<file path="src/rtl/mem_req_arbiter_if.sv">
// Bus bundle between the cache miss handlers, the line RAM and the arbiter.
// The arbiter uses the slave modport; the caches plus RAM side use master.
interface mem_req_arbiter_if #(
    parameter int ADDR_W = 26,
    parameter int LINE_W = 128
);
    logic              ic_req;
    logic [ADDR_W-1:0] ic_addr;
    logic              ic_ready;
    logic [LINE_W-1:0] ic_line;

    logic              dc_req;
    logic              dc_we;
    logic [ADDR_W-1:0] dc_addr;
    logic [LINE_W-1:0] dc_wdata;
    logic              dc_ready;
    logic [LINE_W-1:0] dc_line;

    logic [ADDR_W-1:0] mem_data_requested;
    logic [ADDR_W-1:0] mem_where_to_write;
    logic [LINE_W-1:0] mem_data_to_write;
    logic              mem_write_to_mem;
    logic [LINE_W-1:0] mem_data_returned;

    modport master (
        output ic_req, ic_addr,
        input  ic_ready, ic_line,
        output dc_req, dc_we, dc_addr, dc_wdata,
        input  dc_ready, dc_line,
        input  mem_data_requested, mem_where_to_write, mem_data_to_write, mem_write_to_mem,
        output mem_data_returned
    );

    modport slave (
        input  ic_req, ic_addr,
        output ic_ready, ic_line,
        input  dc_req, dc_we, dc_addr, dc_wdata,
        output dc_ready, dc_line,
        output mem_data_requested, mem_where_to_write, mem_data_to_write, mem_write_to_mem,
        input  mem_data_returned
    );
endinterface

</file>
<file path="src/rtl/mem_req_arbiter.sv">
// Line-RAM requester: arbitrates icache/dcache line requests, holds a single RAM
// transaction for MEM_LATENCY cycles, then returns the line with a one-cycle ready.
module mem_req_arbiter #(
    parameter int MEM_LATENCY = 5,
    parameter int ADDR_W      = 26,
    parameter int LINE_W      = 128
) (
    input  logic             clk,
    input  logic             reset,
    mem_req_arbiter_if.slave bus
);

    localparam logic [1:0] ST_IDLE  = 2'd0;
    localparam logic [1:0] ST_BUSY  = 2'd1;
    localparam logic [1:0] ST_RESP  = 2'd2;
    localparam logic [3:0] LAT_LAST = 4'(MEM_LATENCY);
    localparam logic [3:0] CNT_ONE  = 4'd1;

    // Alternating priority on a tie: returns 1 when the dcache wins the grant.
    function automatic logic pick_dc(input logic ic_req_v, input logic dc_req_v,
                                     input logic last_dc_v);
        logic win_v;
        if (ic_req_v && dc_req_v) begin
            win_v = ~last_dc_v;
        end else if (dc_req_v) begin
            win_v = 1'b1;
        end else begin
            win_v = 1'b0;
        end
        return win_v;
    endfunction

    logic [1:0]        state_r;
    logic [3:0]        cnt_r;
    logic              last_dc_r;
    logic              txn_dc_r;
    logic              txn_we_r;
    logic [ADDR_W-1:0] txn_addr_r;
    logic [LINE_W-1:0] txn_wdata_r;

    logic              ic_ready_r;
    logic              dc_ready_r;
    logic [LINE_W-1:0] ic_line_r;
    logic [LINE_W-1:0] dc_line_r;
    logic [ADDR_W-1:0] mem_rd_addr_r;
    logic [ADDR_W-1:0] mem_wr_addr_r;
    logic [LINE_W-1:0] mem_wr_data_r;
    logic              mem_wr_en_r;

    logic              grant_s;
    logic              grant_dc_s;
    logic              done_s;
    logic [1:0]        state_nxt_s;
    logic [3:0]        cnt_nxt_s;
    logic              txn_dc_nxt_s;
    logic              txn_we_nxt_s;
    logic [ADDR_W-1:0] txn_addr_nxt_s;
    logic [LINE_W-1:0] txn_wdata_nxt_s;
    logic              busy_nxt_s;
    logic [ADDR_W-1:0] mem_rd_addr_nxt_s;
    logic [ADDR_W-1:0] mem_wr_addr_nxt_s;
    logic [LINE_W-1:0] mem_wr_data_nxt_s;
    logic              mem_wr_en_nxt_s;
    logic              ic_ready_nxt_s;
    logic              dc_ready_nxt_s;
    logic [LINE_W-1:0] ic_line_nxt_s;
    logic [LINE_W-1:0] dc_line_nxt_s;

    // Request sampling and arbitration; requests are only looked at in IDLE.
    always_comb begin
        grant_s    = 1'b0;
        grant_dc_s = 1'b0;
        if (state_r == ST_IDLE) begin
            grant_s    = bus.ic_req | bus.dc_req;
            grant_dc_s = pick_dc(bus.ic_req, bus.dc_req, last_dc_r);
        end else begin
            grant_s    = 1'b0;
            grant_dc_s = 1'b0;
        end
    end

    // Sequencing IDLE -> BUSY (count 1..MEM_LATENCY) -> RESP -> IDLE.
    always_comb begin
        state_nxt_s = state_r;
        cnt_nxt_s   = cnt_r;
        case (state_r)
            ST_IDLE: begin
                if (grant_s) begin
                    state_nxt_s = ST_BUSY;
                    cnt_nxt_s   = CNT_ONE;
                end else begin
                    state_nxt_s = ST_IDLE;
                    cnt_nxt_s   = 4'd0;
                end
            end
            ST_BUSY: begin
                if (cnt_r == LAT_LAST) begin
                    state_nxt_s = ST_RESP;
                    cnt_nxt_s   = 4'd0;
                end else begin
                    state_nxt_s = ST_BUSY;
                    cnt_nxt_s   = cnt_r + 4'd1;
                end
            end
            ST_RESP: begin
                state_nxt_s = ST_IDLE;
                cnt_nxt_s   = 4'd0;
            end
            default: begin
                state_nxt_s = ST_IDLE;
                cnt_nxt_s   = 4'd0;
            end
        endcase
    end

    // Transaction latch: the client's fields are copied once at grant and never re-read.
    always_comb begin
        txn_dc_nxt_s    = txn_dc_r;
        txn_we_nxt_s    = txn_we_r;
        txn_addr_nxt_s  = txn_addr_r;
        txn_wdata_nxt_s = txn_wdata_r;
        if (grant_s && grant_dc_s) begin
            txn_dc_nxt_s    = 1'b1;
            txn_we_nxt_s    = bus.dc_we;
            txn_addr_nxt_s  = bus.dc_addr;
            txn_wdata_nxt_s = bus.dc_wdata;
        end else if (grant_s) begin
            txn_dc_nxt_s    = 1'b0;
            txn_we_nxt_s    = 1'b0;
            txn_addr_nxt_s  = bus.ic_addr;
            txn_wdata_nxt_s = '0;
        end else begin
            txn_dc_nxt_s    = txn_dc_r;
            txn_we_nxt_s    = txn_we_r;
            txn_addr_nxt_s  = txn_addr_r;
            txn_wdata_nxt_s = txn_wdata_r;
        end
    end

    // RAM-side outputs are computed for the next cycle so they leave a register.
    always_comb begin
        busy_nxt_s        = (state_nxt_s == ST_BUSY);
        mem_rd_addr_nxt_s = '0;
        mem_wr_addr_nxt_s = '0;
        mem_wr_data_nxt_s = '0;
        mem_wr_en_nxt_s   = 1'b0;
        if (busy_nxt_s && txn_we_nxt_s) begin
            mem_wr_addr_nxt_s = txn_addr_nxt_s;
            mem_wr_data_nxt_s = txn_wdata_nxt_s;
            mem_wr_en_nxt_s   = (cnt_nxt_s == LAT_LAST);
        end else if (busy_nxt_s) begin
            mem_rd_addr_nxt_s = txn_addr_nxt_s;
        end else begin
            mem_rd_addr_nxt_s = '0;
        end
    end

    // Completion: on the last BUSY cycle the read data is captured and ready is armed.
    always_comb begin
        done_s         = (state_r == ST_BUSY) && (cnt_r == LAT_LAST);
        ic_ready_nxt_s = 1'b0;
        dc_ready_nxt_s = 1'b0;
        ic_line_nxt_s  = ic_line_r;
        dc_line_nxt_s  = dc_line_r;
        if (done_s && txn_dc_r) begin
            dc_ready_nxt_s = 1'b1;
            if (!txn_we_r) begin
                dc_line_nxt_s = bus.mem_data_returned;
            end else begin
                dc_line_nxt_s = dc_line_r;
            end
        end else if (done_s) begin
            ic_ready_nxt_s = 1'b1;
            ic_line_nxt_s  = bus.mem_data_returned;
        end else begin
            ic_ready_nxt_s = 1'b0;
            dc_ready_nxt_s = 1'b0;
        end
    end

    // State, transaction and output registers; reset aborts any transaction in flight.
    always_ff @(posedge clk) begin
        if (reset) begin
            state_r       <= ST_IDLE;
            cnt_r         <= 4'd0;
            last_dc_r     <= 1'b0;
            txn_dc_r      <= 1'b0;
            txn_we_r      <= 1'b0;
            txn_addr_r    <= '0;
            txn_wdata_r   <= '0;
            ic_ready_r    <= 1'b0;
            dc_ready_r    <= 1'b0;
            ic_line_r     <= '0;
            dc_line_r     <= '0;
            mem_rd_addr_r <= '0;
            mem_wr_addr_r <= '0;
            mem_wr_data_r <= '0;
            mem_wr_en_r   <= 1'b0;
        end else begin
            state_r       <= state_nxt_s;
            cnt_r         <= cnt_nxt_s;
            last_dc_r     <= grant_s ? grant_dc_s : last_dc_r;
            txn_dc_r      <= txn_dc_nxt_s;
            txn_we_r      <= txn_we_nxt_s;
            txn_addr_r    <= txn_addr_nxt_s;
            txn_wdata_r   <= txn_wdata_nxt_s;
            ic_ready_r    <= ic_ready_nxt_s;
            dc_ready_r    <= dc_ready_nxt_s;
            ic_line_r     <= ic_line_nxt_s;
            dc_line_r     <= dc_line_nxt_s;
            mem_rd_addr_r <= mem_rd_addr_nxt_s;
            mem_wr_addr_r <= mem_wr_addr_nxt_s;
            mem_wr_data_r <= mem_wr_data_nxt_s;
            mem_wr_en_r   <= mem_wr_en_nxt_s;
        end
    end

    assign bus.ic_ready           = ic_ready_r;
    assign bus.dc_ready           = dc_ready_r;
    assign bus.ic_line            = ic_line_r;
    assign bus.dc_line            = dc_line_r;
    assign bus.mem_data_requested = mem_rd_addr_r;
    assign bus.mem_where_to_write = mem_wr_addr_r;
    assign bus.mem_data_to_write  = mem_wr_data_r;
    assign bus.mem_write_to_mem   = mem_wr_en_r;

endmodule
</file>
<file path="src/flat_wrapper.sv">
// flat-port wrapper written by rule: the top's interface ports become plain ports
module mem_req_arbiter_flat 
#(
    parameter int MEM_LATENCY = 5,
    parameter int ADDR_W      = 26,
    parameter int LINE_W      = 128
)
  (clk, reset, bus_ic_req, bus_ic_addr, bus_ic_ready, bus_ic_line, bus_dc_req, bus_dc_we, bus_dc_addr, bus_dc_wdata, bus_dc_ready, bus_dc_line, bus_mem_data_requested, bus_mem_where_to_write, bus_mem_data_to_write, bus_mem_write_to_mem, bus_mem_data_returned);
  mem_req_arbiter_if #(.ADDR_W(ADDR_W), .LINE_W(LINE_W)) bus_i ();
  input  logic clk;
  input  logic reset;
  input wire logic [$bits(bus_i.ic_req)-1:0] bus_ic_req;
  input wire logic [$bits(bus_i.ic_addr)-1:0] bus_ic_addr;
  output wire logic [$bits(bus_i.ic_ready)-1:0] bus_ic_ready;
  output wire logic [$bits(bus_i.ic_line)-1:0] bus_ic_line;
  input wire logic [$bits(bus_i.dc_req)-1:0] bus_dc_req;
  input wire logic [$bits(bus_i.dc_we)-1:0] bus_dc_we;
  input wire logic [$bits(bus_i.dc_addr)-1:0] bus_dc_addr;
  input wire logic [$bits(bus_i.dc_wdata)-1:0] bus_dc_wdata;
  output wire logic [$bits(bus_i.dc_ready)-1:0] bus_dc_ready;
  output wire logic [$bits(bus_i.dc_line)-1:0] bus_dc_line;
  output wire logic [$bits(bus_i.mem_data_requested)-1:0] bus_mem_data_requested;
  output wire logic [$bits(bus_i.mem_where_to_write)-1:0] bus_mem_where_to_write;
  output wire logic [$bits(bus_i.mem_data_to_write)-1:0] bus_mem_data_to_write;
  output wire logic [$bits(bus_i.mem_write_to_mem)-1:0] bus_mem_write_to_mem;
  input wire logic [$bits(bus_i.mem_data_returned)-1:0] bus_mem_data_returned;
  assign bus_i.ic_req = bus_ic_req;
  assign bus_i.ic_addr = bus_ic_addr;
  assign bus_ic_ready = bus_i.ic_ready;
  assign bus_ic_line = bus_i.ic_line;
  assign bus_i.dc_req = bus_dc_req;
  assign bus_i.dc_we = bus_dc_we;
  assign bus_i.dc_addr = bus_dc_addr;
  assign bus_i.dc_wdata = bus_dc_wdata;
  assign bus_dc_ready = bus_i.dc_ready;
  assign bus_dc_line = bus_i.dc_line;
  assign bus_mem_data_requested = bus_i.mem_data_requested;
  assign bus_mem_where_to_write = bus_i.mem_where_to_write;
  assign bus_mem_data_to_write = bus_i.mem_data_to_write;
  assign bus_mem_write_to_mem = bus_i.mem_write_to_mem;
  assign bus_i.mem_data_returned = bus_mem_data_returned;
  mem_req_arbiter #(.MEM_LATENCY(MEM_LATENCY), .ADDR_W(ADDR_W), .LINE_W(LINE_W)) u_core (.clk(clk), .reset(reset), .bus(bus_i));
endmodule
</file>
<file path="config.mk">
export PLATFORM = sky130hd
export DESIGN_NAME = mem_req_arbiter_flat
export DESIGN_NICKNAME = d
export VERILOG_FILES = /design/src/rtl/mem_req_arbiter_if.sv /design/src/rtl/mem_req_arbiter.sv /design/src/flat_wrapper.sv
export SDC_FILE = /design/constraint.sdc
export NUM_CORES = 1
export LEC_CHECK = 0
export CORE_AREA = 2 2 297 299
export CTS_CLUSTER_DIAMETER = 30
export DETAILED_ROUTE_END_ITERATION = 8
export DIE_AREA = 0 0 299 301
export HOLD_SLACK_MARGIN = 0.02
export PLACE_DENSITY = 0.58
export SLEW_MARGIN = 20
export SYNTH_ARGS = -nofsm -noshare
export SYNTH_HDL_FRONTEND = slang
export SYNTH_SLANG_ARGS = --single-unit
</file>
<file path="constraint.sdc">
create_clock -name clk -period 2.2 [get_ports clk]
set_input_delay 0.44 -clock clk [delete_from_list [all_inputs] [get_ports clk]]
set_output_delay 0.44 -clock clk [all_outputs]
set_load 0.1 [all_outputs]
</file>
# Yosys cells after proc, flatten, opt, wreduce, memory -nomap -nowiden
# Index checks and enable logic that the tools add are counted.
# totals
regBits	602
elab_cells	58
input_bits	313
# op_classes
n_eq_ne	4
reduce_logical	12
addsub	1
n_bitwise	6
mux	20
# ops
cell	n
128-bit two-way mux	2
26-bit two-way mux	2
1-bit two-way mux	12
4-bit by 3-bit equality test with 1-bit output, second input constant	2
4-bit case mux with 2 select lines	1
1-bit logical AND	5
1-bit NOT	5
4-bit by 1-bit adder with 4-bit output, second input constant	1
2-bit by 1-bit equality test with 1-bit output, second input constant	2
4-bit two-way mux	1
2-bit case mux with 2 select lines	1
2-bit AND reduction	2
2-bit OR reduction	2
3-bit OR reduction	1
2-bit logical NOT	1
2-bit two-way mux	1
2-bit nonzero test	1
1-bit bitwise OR	1

# Logic depth before layout (Yosys ltp)
# logic_depth
ltp_word	8
ltp_mapped	8
mapped_depth_nobuf	6

# Least setup slack after synthesis
# No wires, ideal clock.
# synth_path
kind	register to register
from	register u_core.cnt_r[0]
to	register u_core.ic_line_r[107], in the netlist u_core.bus.ic_line[107]
setup_time_ns	0.132
path_stages_with_launch	8
setup_slack_ns	0.492
t_arrival_ns	1.576
period_less_slack_ns	1.708
path_cell_list	dfxtp_1 ha_1 nand3b_1 or3_1 clkbuf_1 clkbuf_1 nand2_1 a21oi_1
# synth_between
elab_chain_len	5
# synth_lines
item	line	rtl
start, declared	mem_req_arbiter.sv:34	logic [3:0] cnt_r;
start signal, assigned	mem_req_arbiter.sv:201	cnt_r <= cnt_nxt_s;
4-bit by 3-bit equality test with 1-bit output (*)	mem_req_arbiter.sv:160	done_s = (state_r == ST_BUSY) && (cnt_r == LAT_LAST);
1-bit logical AND (*)	mem_req_arbiter.sv:160	
1-bit logical AND	mem_req_arbiter.sv:165	if (done_s && txn_dc_r) begin
1-bit NOT (no source line)	-	
2-bit AND reduction (no source line) (*)	-	
end signal, assigned	mem_req_arbiter.sv:209	ic_line_r <= ic_line_nxt_s;
end, declared	mem_req_arbiter.sv:43	logic [LINE_W-1:0] ic_line_r;
# Mark *: on every way between the ends. The rest lies on a longest branch, timed or not.
# A chain may end at the register's enable or synchronous reset.

# Worst setup path after layout
# layout_path
from	register u_core.cnt_r[1]
to	register u_core.dc_line_r[30], in the netlist u_core.bus.dc_line[30]
# layout_between
elab_chain_len	4
# layout_lines
item	line	rtl
4-bit by 3-bit equality test with 1-bit output	mem_req_arbiter.sv:160	
1-bit logical AND	mem_req_arbiter.sv:160	
1-bit logical AND	mem_req_arbiter.sv:165	
2-bit AND reduction (no source line)	-	
end signal, assigned	mem_req_arbiter.sv:210	dc_line_r <= dc_line_nxt_s;
end, declared	mem_req_arbiter.sv:44	logic [LINE_W-1:0] dc_line_r;
# Every way passes these cells.

==> impl_metrics.toml <==
[synthesis]
yosysSeqAreaShare_pct = 61.03
syn_avg_cell_area_um2 = 9.088
synth_top_family_by_area = "simple AND/OR/NAND/NOR gates"
syn-instance-count = 2173
yosys_warnings = 0
async_flop_share_pct = 0
synth_mux_area_share_pct = 0
synth-xor-area-share_pct = 0.1331
synthAdderAreaFrac_pct = 0.1267
synth_compound_area_share_pct = 13.82
ys_types = 36
synthSimpleGateAreaFrac_pct = 20.80
synthesis.nets = 2488
ys_seq_elements = 602
synth_area_mm2 = 0.01975
yosys_most_used_dff = "dfxtp_1"
synth-edff-count = 0

[worst_setup_path]
r2r-start = "u_core.cnt_r[1]"
cp_top_family = "simple AND/OR/NAND/NOR gates"
worst-r2r-cell-count = 8
path_depth = 8
worst-path-buf-inv = 3
cpMaxStageDelayCell = "nor4b_2"
critPathRequiredTime_ps = 2810
cp-start-kind = "register"
r2r_slack_ps = 240
cpMostUsedCell = "buf_12"
endpoint_kind = "register"
slowest_delay_ps = 400
crit_type = "register to register"
r2r_end = "u_core.bus.dc_line[30]"
cp_max_fo = 30
crit_arrival_ps = 2570
path_cells = "inv_1, ha_1, nand3b_1, nor4b_2, buf_12, buf_12, nand2_1, a21oi_1"

[die]
ios = 752
core_mm2 = 0.08648
start_util_pct = 22.83
std_cell_rows = 108
die-area_mm2 = 0.09000
die_x_um = 299
die_height_um = 301

[drt]
drt_iter0_drc = 930
viasPerCell = 4.334
dr.pass1.iters = 5
drt-wirelength-per-cell_um = 17.73
wl_mm = 75.87
via_count = 18547
drt.antenna.violating_nets = 0
drc = 0

[min_path]
hold_start = "reset"
hp-class = "primary input to register"
hold_depth = 2
hold_end = "u_core.txn_wdata_r[124]"

[global_routing]
grt_start_max_net_pins = 106
grt_overflow = 0
grt_pass1_wl_mm = 112.1
antenna_found_initial = 10
grt_pass1_vias = 18592
groute.usage.overall_pct = 16.20

[timing]
worst_pin_slew_ps = 602.4
fin_ws_ps = 239.9
drv_slew = 0
hold_viol = 0
fmax_ghz = 0.5102
period_share_pct = 89.09
fin_skew_ps = 30.53
slew_headroom_pct = 59.50
final.min_clock_period_ps = 1960
setup_viol = 0
rsz0062_at_grt = "no"

[clock_tree]
cts_tree = "built"
cts.htree.levels = 4
cts.reportedPaths.clkPinSlew_ps = 50
postCtsSetupBuffers = 0
clkLatencyLatePin_ps = 710
ctsHoldBuffers = 0
clock-sinks = 602
ctsRootBufferMaster = "clkbuf_16"
cts_resized = 0
clk_path_buf_depth = 3
cts_buffers = 138

[power_and_ir_drop]
p_leak_nw = 13.15
ir_drop_v = 0.0007380
p_per_area_mw_per_mm2 = 1062

[cells_and_area]
areaGrowthSynthToFinish_pct = 68.04
final-seq-area_mm2 = 0.01205
final_area_mm2 = 0.03318
multi_input_area_mm2 = 0.006930
instances_no_fill = 4279
final_common_cell = "dfxtp_1"
nets = 3322
fillers = 8721
drive_gt1_share_pct = 27.44
final_cell_mix = "dfxtp_1, buf_4, nand2_1, clkdlybuf4s50_1, a21oi_1"

[placement]
routabilityCongestion = 0.8176
dp_cells = 4022
pre_cts_slack_ps = -157.3
dp_hpwl_mm = 53.96
place_area_mm2 = 0.02832
port_buffers = 751

[job]
maxCapViolations = 0

[run_status]
run_status = "finished clean"
cells by family (layout without fill, tap and decap cells):
kind of cell	after synthesis	after routing
adder cells (fa/ha/maj)	2	2
AO/OA/AOI/OAI	446	446
flip-flops	602	602
AND/OR/NAND/NOR	931	931
buffers and inverters	189	1132
XOR/XNOR	3	3
other	0	8
sequential cells by signal, indices dropped and copies added (netlist names):
name / count
u_core.bus.ic_line: 128
u_core.txn_we_r: 1
u_core.bus.dc_line: 128
u_core.txn_wdata_r: 128
u_core.bus.mem_data_requested: 26
u_core.last_dc_r: 1
u_core.cnt_r: 4
u_core.bus.ic_ready: 1
u_core.txn_addr_r: 26
u_core.bus.mem_data_to_write: 128
u_core.bus.mem_where_to_write: 26
u_core.state_r: 2
u_core.bus.mem_write_to_mem: 1
u_core.txn_dc_r: 1
u_core.bus.dc_ready: 1
cells in the mapped netlist (all sizes together), types with 3 or more instances:
cell | n | area share [%]
dfxtp | 602 | 61
nand2 | 517 | 9.8
a21oi | 260 | 6.6
nor2 | 185 | 3.5
nor3 | 160 | 5.1
a22oi | 128 | 4.9
clkbuf | 118 | 2.2
buf | 68 | 1.8
nand3b | 27 | 1.0
a21boi | 26 | 0.99
and3 | 26 | 0.82
o31ai | 26 | 0.99
nand3 | 5 | 0.13
inv | 3 | 0.057
power breakdown:
group	internal (mW)	switching [mW]
registers	11.2	0.0912
clock network	14.5	6.43
logic	1.19	1.79
per-layer routing:
layer | GRT usage [%] | vias up | wire [um]
li1 | - | 9038 | -
met3 | 6.335 | 175 | 6508
met1 | 18.53 | 8643 | 30270
met2 | 26.04 | 691 | 36070
met4 | 8.679 | 0 | 3014
met5 | 0 | - | 0
metrics by stage:
| step | hold slack, ps | utilization (%) | total power [mW] | TNS [ps] |
|---|---|---|---|---|
| 2_1_floorplan | 459.9 | - | 13.09 | 0 |
| 3_3_place_gp | 441.9 | 32.74 | 14.49 | -9286 |
| 3_5_place_dp | 446.6 | 32.74 | 14.50 | -20080 |
| 4_1_cts | 104.8 | 38.35 | 35.68 | 0 |
| 5_1_grt | 138.7 | 38.37 | 36.41 | 0 |
| 6_report | 175.9 | 38.37 | 35.25 | 0 |
layout make-up:
class,instances,share of cell area [%]
clock inverters,62,2.451
clock buffers,187,12.15
flip-flops and latches,602,36.32
multi-input cells,1382,20.88
inverters,3,0.03393
repair buffers,880,23.75
well taps,1155,4.355
diodes,8,0.06033
worst max path at each step:
stage	endpoint	slack, ps	startpoint
3_3_place_gp	u_core.bus.mem_where_to_write[8]	-120	bus_dc_req
5_1_grt	u_core.bus.dc_line[27]	50	u_core.cnt_r[1]
2_1_floorplan	u_core.bus.ic_line[107]	490	u_core.cnt_r[0]
3_5_place_dp	u_core.bus.mem_where_to_write[8]	-160	bus_dc_req
6_report	u_core.bus.dc_line[30]	240	u_core.cnt_r[1]
4_1_cts	bus_mem_write_to_mem	130	u_core.bus.mem_write_to_mem
No activity file was read; power rests on OpenSTA's default activity.
